**src/rtl/mem_stage_access_ctrl.sv**
```systemverilog
// MEM-stage data-memory access controller: turns load/store controls into a req/ack bus
// transaction, stalls the pipeline while it runs, and returns extended load data.
module mem_stage_access_ctrl #(
    parameter int unsigned TIMEOUT_CYCLES = 16,
    parameter int unsigned CNT_W          = 5
) (
    input  logic        Clk,
    input  logic        Reset_n,
    input  logic        MemRead_MEM,
    input  logic        MemWrite_MEM,
    input  logic [1:0]  Mem_Size_MEM,
    input  logic        Mem_Unsigned_MEM,
    input  logic [31:0] ALU_Result_MEM,
    input  logic [31:0] Write_Data_MEM,
    output logic [31:0] Read_Data_MEM,
    output logic        Stall_MEM,
    output logic        Misaligned_Exc,
    output logic        Bus_Error,
    output logic        DMem_Req,
    output logic        DMem_We,
    output logic [31:0] DMem_Addr,
    output logic [3:0]  DMem_Be,
    output logic [31:0] DMem_Wdata,
    input  logic        DMem_Ack,
    input  logic [31:0] DMem_Rdata
);

    typedef enum logic [1:0] {StIdle, StReq, StDone} state_e;

    state_e state_q, state_d;

    logic [CNT_W-1:0] cnt_q, cnt_d;
    logic [31:0]      rdata_q, rdata_d;
    logic             berr_q, berr_d;

    // Access attributes captured at request time so the bus and the load extract
    // stay consistent even if the inputs move during REQ.
    logic        we_q;
    logic [31:0] addr_q;
    logic [3:0]  be_q;
    logic [31:0] wdata_q;
    logic        ld_q;
    logic [1:0]  size_q;
    logic        uns_q;
    logic [1:0]  lane_q;

    logic        op, mis, start;
    logic        is_byte, is_half, is_word;
    logic [1:0]  lane;
    logic [3:0]  be_new;
    logic [31:0] wdata_new;
    logic [31:0] sh;
    logic [31:0] ld_ext;

    assign op      = MemRead_MEM | MemWrite_MEM;
    assign lane    = ALU_Result_MEM[1:0];
    assign is_byte = (Mem_Size_MEM == 2'b00);
    assign is_half = (Mem_Size_MEM == 2'b01);
    assign is_word = Mem_Size_MEM[1];
    assign mis     = (is_half & lane[0]) | (is_word & (lane != 2'b00));
    assign start   = (state_q == StIdle) & op & ~mis;

    always_comb begin
        be_new    = 4'b1111;
        wdata_new = Write_Data_MEM;
        if (is_byte) begin
            be_new    = 4'b0001 << lane;
            wdata_new = {4{Write_Data_MEM[7:0]}};
        end else if (is_half) begin
            be_new    = 4'b0011 << lane;
            wdata_new = {2{Write_Data_MEM[15:0]}};
        end
    end

    assign sh = DMem_Rdata >> {lane_q, 3'b000};

    always_comb begin
        case (size_q)
            2'b00:   ld_ext = uns_q ? {24'h0, sh[7:0]} : {{24{sh[7]}}, sh[7:0]};
            2'b01:   ld_ext = uns_q ? {16'h0, sh[15:0]} : {{16{sh[15]}}, sh[15:0]};
            default: ld_ext = sh;
        endcase
    end

    always_comb begin
        state_d        = state_q;
        cnt_d          = cnt_q;
        rdata_d        = rdata_q;
        berr_d         = berr_q;
        Stall_MEM      = 1'b0;
        Misaligned_Exc = 1'b0;
        DMem_Req       = 1'b0;
        case (state_q)
            StIdle: begin
                if (op) begin
                    if (mis) begin
                        Misaligned_Exc = 1'b1;
                        rdata_d        = 32'h0;
                    end else begin
                        Stall_MEM = 1'b1;
                        state_d   = StReq;
                    end
                end
            end
            StReq: begin
                DMem_Req  = 1'b1;
                Stall_MEM = 1'b1;
                cnt_d     = cnt_q + 1'b1;
                if (DMem_Ack) begin
                    if (ld_q) begin
                        rdata_d = ld_ext;
                    end
                    cnt_d   = '0;
                    state_d = StDone;
                end else if (cnt_q == CNT_W'(TIMEOUT_CYCLES - 1)) begin
                    berr_d  = 1'b1;
                    rdata_d = 32'h0;
                    cnt_d   = '0;
                    state_d = StDone;
                end
            end
            StDone: begin
                berr_d  = 1'b0;
                state_d = StIdle;
            end
            default: state_d = StIdle;
        endcase
    end

    always_ff @(posedge Clk or negedge Reset_n) begin
        if (!Reset_n) begin
            state_q <= StIdle;
            cnt_q   <= '0;
            rdata_q <= 32'h0;
            berr_q  <= 1'b0;
            we_q    <= 1'b0;
            addr_q  <= 32'h0;
            be_q    <= 4'h0;
            wdata_q <= 32'h0;
            ld_q    <= 1'b0;
            size_q  <= 2'b00;
            uns_q   <= 1'b0;
            lane_q  <= 2'b00;
        end else begin
            state_q <= state_d;
            cnt_q   <= cnt_d;
            rdata_q <= rdata_d;
            berr_q  <= berr_d;
            if (start) begin
                we_q    <= MemWrite_MEM & ~MemRead_MEM;
                addr_q  <= {ALU_Result_MEM[31:2], 2'b00};
                be_q    <= be_new;
                wdata_q <= wdata_new;
                ld_q    <= MemRead_MEM;
                size_q  <= Mem_Size_MEM;
                uns_q   <= Mem_Unsigned_MEM;
                lane_q  <= lane;
            end
        end
    end

    assign Read_Data_MEM = rdata_q;
    assign Bus_Error     = berr_q;
    assign DMem_We       = we_q;
    assign DMem_Addr     = addr_q;
    assign DMem_Be       = be_q;
    assign DMem_Wdata    = wdata_q;

endmodule

```
**config.mk**
```make
export PLATFORM = sky130hd
export DESIGN_NAME = mem_stage_access_ctrl
export DESIGN_NICKNAME = d
export VERILOG_FILES = /design/src/rtl/mem_stage_access_ctrl.sv
export SDC_FILE = /design/constraint.sdc
export NUM_CORES = 1
export LEC_CHECK = 0
export ABC_AREA = 1
export BUFFER_PORTS_ARGS = -buffer_cell sky130_fd_sc_hd__buf_2
export CELL_PAD_IN_SITES_DETAIL_PLACEMENT = 2
export CELL_PAD_IN_SITES_GLOBAL_PLACEMENT = 2
export CORE_MARGIN = 3
export CORE_UTILIZATION = 27
export CTS_CLUSTER_SIZE = 25
export DETAILED_ROUTE_END_ITERATION = 12
export GPL_TIMING_DRIVEN = 0
export PLACE_DENSITY = 0.8
export SLEW_MARGIN = 20
export SYNTH_ARGS = -nofsm -noshare
export SYNTH_HDL_FRONTEND = slang
export SYNTH_SLANG_ARGS = --single-unit
```
**constraint.sdc**
```tcl
create_clock -name Clk -period 2.05 [get_ports Clk]
set_input_delay 0.3075 -clock Clk [delete_from_list [all_inputs] [get_ports Clk]]
set_output_delay 0.3075 -clock Clk [all_outputs]
set_load 0.02 [all_outputs]
```
Yosys cells after proc, flatten, opt, wreduce, memory -nomap -nowiden. Index checks and enable logic that the tools add are counted.

Reductions and logical operators: 9. Shift-type cells: 3. Equality and inequality tests: 12. $add $sub $neg: 1. Multiplexer cells: 30. Bitwise logic cells: 9.

Operators with widths (count): 32-bit 2-to-1 mux (9); 32-bit one-hot mux with 2 select lines (2); 32-bit by 5-bit >> shifter with 32-bit output (1); 5-bit 2-to-1 mux (2); 2-bit inequality test, second input constant (5); 1-bit 2-to-1 mux (8); 2-bit 2-to-1 mux (4); 4-bit 2-to-1 mux (2); 2-bit by 1-bit equality test with 1-bit output, second input constant (3); 2-bit logical NOT (3); 3-bit inequality test, second input constant (2); 3-bit AND reduction (2); 2-bit nonzero test (3); 5-bit by 1-bit adder with 5-bit output, second input constant (1); 1-bit bitwise AND (5); 5-bit by 4-bit equality test with 1-bit output, second input constant (1); 5-bit AND reduction (1); 1-bit one-hot mux with 2 select lines (2); 2-bit one-hot mux with 2 select lines (1); 1-bit by 2-bit left shift with 4-bit output, first input constant (1); 2-bit by 2-bit left shift with 4-bit output, first input constant (1); 2-bit equality test, second input constant (1); 1-bit NOT (2); 1-bit OR (2).

Output and inout port bits: 105. Word-level logic and storage cells: 76. Bits of input ports: 104. Register bits after elaboration: 113.

Depth between registers and ports, before layout.
Depth in word-level cells: 6. Gate-level depth with buffers: 11. Gate-level depth less buffers: 9.

Worst setup path before layout. No wires, ideal clock.

Kind: input to output. Start point: input port ALU_Result_MEM[1]. End point: output port Stall_MEM. Data arrival time: 1.293 ns. Path slack: 0.449 ns. Stages on the path: 9. Path through: inv_1 ha_1 inv_1 nand2_2 nand3_4 nor2_4 inv_2 buf_2 nand2_1.

Word-level cells in the longest chain between the ends: 6.

RTL lines: from (decl) (RTL line 13) `input logic [31:0] ALU_Result_MEM,`; 2-bit nonzero test (RTL line 60) `assign mis = (is_half & lane[0]) | (is_word & (lane != 2'b00));`; 1-bit bitwise AND (RTL line 60); 1-bit OR (RTL line 60); 1-bit 2-to-1 mux (RTL line 96) `if (mis) begin`; 1-bit 2-to-1 mux (RTL line 95) `if (op) begin`; 1-bit one-hot mux with 2 select lines (RTL line 93) `case (state_q)`; to (decl) (RTL line 16) `output logic Stall_MEM,`.

Every way passes these cells.

Worst setup path after layout.
Start point: register state_q[0]. End point: output port Stall_MEM.

Word-level cells in the longest chain between the ends: 2. Elaborated cells between the ends (all ways): 3. Those cells by class: 1 x eq/ne; 1 x mux; 1 x reduce/logical.

RTL lines: from (decl) (RTL line 30) `state_e state_q, state_d;`; from (signal assigned) (RTL line 132) `state_q <= StIdle;`; from (signal assigned) (RTL line 145) `state_q <= state_d;`; 2-bit by 1-bit equality test with 1-bit output or 2-bit logical NOT (tied branches) (RTL line 93); 1-bit one-hot mux with 2 select lines (*) (RTL line 93).

Every way passes the cells marked *; elsewhere a longest branch is shown, timed or not.

==> flow_metrics.py <==
metrics = {
    "drt": {
        "vias": 5826,
        "postRouteAntennaNets": 0,
        "drc": 0,
        "wl_um": 22100,
        "drt_iter0_drc": 169,
        "wl_per_cell_um": 17.7,
        "first_pass_iters": 4,
        "vias_per_cell": 4.66,
    },
    "worst_setup_path": {
        "r2r-start": "cnt_q[0]",
        "worst-path-stages": 6,
        "crit_start": "state_q[0]",
        "r2r_cells": 9,
        "start_kind": "register",
        "cpMostUsedCell": "nor2_4",
        "end_kind": "output port",
        "worstPathCellList": "nor2_4 > nand3_4 > nor2_4 > inv_8 > nand2_1 > buf_4",
        "cp_slowest_cell": "dfrtp_2",
        "crit_buf_inv": 2,
        "cp_max_fo": 17,
        "worst_ep_arrival_time_ns": 1.61,
        "path_class": "register to output port",
        "slowest_delay_ns": 0.42,
        "required_ns": 1.74,
        "critPathTopFamily": "simple AND/OR/NAND/NOR gates",
    },
    "synthesis": {
        "synthCells": 734,
        "ys.warnings.count": 0,
        "syn-cell-area_um2": 5640,
        "synth.distinct_cells": 27,
        "postSynthAreaPerCell_um2": 7.68,
        "yosys_register_bits": 113,
        "ys_seq_area_frac": 0.502,
    },
    "pwr": {
        "p_comb_frac": 0.438,
        "peakVddDrop_mv": 0.586,
        "switching_power_w": 0.00525,
        "sequentialPowerShare": 0.310,
        "internal-power_w": 0.00657,
        "p_per_area_nw_per_um2": 1540,
        "p_leak_nw": 4.25,
        "clkPwrFrac": 0.252,
        "switching_share": 0.444,
    },
    "worst_hold_path": {
        "hold_depth": 3,
        "hold_class": "primary input to register",
        "min-delay-start": "ALU_Result_MEM[16]",
    },
    "finish": {
        "final_nets": 1073,
        "finish.utilization": 0.377,
        "syn_to_final_growth_pct": 36.2,
        "drive_above_1_share": 0.315,
    },
    "clock_network": {
        "cts_buffers": 17,
        "clock_latency_ns": 0.42,
        "htreeDepth": 4,
        "cts_num_sinks": 113,
        "clkTransAtPathRegs_ns": 0.06,
        "tritoncts": "done",
        "clockRootBuffer": "clkbuf_16",
        "clk_path_buf_depth": 2,
    },
    "timing": {
        "finalSetupViolations": 0,
        "post-route-min-period_ns": 1.91,
        "tightest_slew_ns": 0.524,
        "fmax_mhz": 522,
        "post-route-period-util": 0.934,
        "slew_headroom": 0.650,
        "skew_ns": 0.00712,
        "fin_hold_ws_ns": 0.0894,
        "rsz0062_at_grt": "no",
        "finalHoldViolations": 0,
        "final_max_slew_viol_count": 0,
    },
    "floorplanning": {
        "die-area_um2": 22600,
        "fp-row-count": 52,
        "dieWidth_um": 150,
        "io_pins": 209,
        "die_h_um": 150,
        "core-area_um2": 20400,
        "initial_core_util": 0.277,
    },
    "grt": {
        "grt_pass1_vias": 6437,
        "grt_overflow": 0,
        "grt_max_degree": 74,
        "grtUsageTotal": 0.200,
        "grt_pass1_wl_um": 35000,
        "antenna_found_initial": 6,
    },
    "flow_run": {
        "cap_viol_max_count": 0,
    },
    "placed_design": {
        "gp_congestion": 0.853,
        "dp_hpwl_um": 16800,
        "port_buffers": 206,
    },
    "run_status": {
        "status": "complete, no violations",
    },
}
## what timing repair did
| item | CTS | global route |
|---|---|---|
| pin swaps | 1 | 2 |
| gates resized for setup | 2 | 5 |
| hold buffers | 1 | 0 |
| setup buffers | 1 | 2 |
| hold endpoints to repair | 40 | 0 |
| endpoints found under the setup margin | 1 | 1 |
## power groups by stage
stage / Sequential (W) / Combinational [W] / Clock, W
after floorplan: 0.00459 / 0.00226 / 0
after CTS: 0.00368 / 0.00526 / 0.00306
after detailed placement: 0.00368 / 0.00522 / 0
final: 0.00366 / 0.00517 / 0.00298
after global routing: 0.00379 / 0.00579 / 0.00318
after global placement: 0.00364 / 0.00507 / 0
## tightest hold or removal path: stages
cell	delay (ns)
buf_2	0.08
nand2_1	0.04
nand2_1	0.05
## cell usage after synthesis (all sizes together)
cell,n,area [um2]
a31oi,17,106
nor2,47,216
nand2,404,1570
inv,21,78.8
o22ai,4,25.0
a21oi,14,70.1
a211oi,1,7.51
o21ai,36,180
clkbuf,6,22.5
xor2,1,8.76
buf,32,236
conb,1,3.75
nand3,31,210
a32o,1,10.0
dfrtp,113,2830
ha,5,62.6
## cell families after synthesis
| group | share of synthesized area |
|---|---|
| and+or+nand+nor | 0.354 |
| other | 0.000665 |
| xor gates and xnor gates | 0.00155 |
| AOI/OAI and AO/OA | 0.0708 |
| DFF | 0.502 |
| buffers and inverters | 0.0599 |
| adders and majority gates | 0.0111 |
## per-stage QoR
step	total power, W	std cells	cell area, um2	setup TNS, ns	setup slack (ns)
final	0.0118	1249	7680	0	0.135
after global routing	0.0128	1248	7670	0	0.0329
after CTS	0.0120	1245	7650	0	0.0231
after detailed placement	0.00891	1212	7040	-0.0556	-0.0556
after global placement	0.00871	1211	7010	-108.35	-0.968
after floorplan	0.00685	735	5640	0	0.449
## per-layer routing
layer / global-route usage / share of wire
met5: 0 / 0.0022
met1: 0.240 / 0.42
met3: 0.0786 / 0.084
met2: 0.335 / 0.48
met4: 0.0517 / 0.015
## flip-flops by register name, summed over array words and instances (netlist names)
signal,cells
DMem_Wdata,32
cnt_q,5
Bus_Error,1
size_q,2
DMem_Be,4
state_q,2
ld_q,1
uns_q,1
DMem_Addr,30
lane_q,2
DMem_We,1
Read_Data_MEM,32
## layout make-up
class	count	area, um2
Fill cell	2416	12700
Antenna cell	2	5.00
Inverter	21	86.3
Timing Repair Buffer	211	1100
Clock buffer	18	429
Clock inverter	14	156
Sequential cell	113	2830
Tap cell	270	338
Buffer	37	254
Multi-Input combinational cell	563	2480
## placed cells by master (no fill, tap or decap)
| cell type | n |
|---|---|
| a21oi_1 | 14 |
| inv_6 | 4 |
| buf_2 | 218 |
| buf_6 | 8 |
| o22ai_1 | 4 |
| clkinvlp_4 | 4 |
| nand3_4 | 4 |
| xor2_1 | 1 |
| nand2_4 | 3 |
| clkbuf_1 | 7 |
| nor2_2 | 3 |
| conb_1 | 2 |
| nand3_1 | 26 |
| buf_16 | 1 |
| a32o_1 | 1 |
| clkinv_2 | 1 |
| nor2_1 | 39 |
| clkinv_4 | 3 |
| buf_8 | 1 |
| inv_1 | 14 |
| dfrtp_2 | 1 |
| diode_2 | 2 |
| o21ai_1 | 13 |
| dlygate4sd3_1 | 1 |
| a31oi_1 | 17 |
| dfrtp_1 | 112 |
| o21ai_0 | 23 |
| bufinv_16 | 2 |
| buf_4 | 13 |
| a211oi_1 | 1 |
| ha_1 | 5 |
| nor2_4 | 5 |
| inv_8 | 1 |
| nand2_1 | 389 |
| clkbuf_16 | 17 |
| inv_2 | 6 |
| nand2_2 | 12 |
| nand3_2 | 1 |
## final timing paths
check                                   end  slack, ns
setup reg to reg           Read_Data_MEM[5]       0.32
hold reg to reg                DMem_Addr[4]       0.47
hold / removal                DMem_Addr[16]       0.09
max in group asynchronous     DMem_Addr[20]       0.91
min in group asynchronous  Read_Data_MEM[5]       0.37
setup / recovery                  Stall_MEM       0.14
Note: power is estimated with default switching activity, not from simulation.
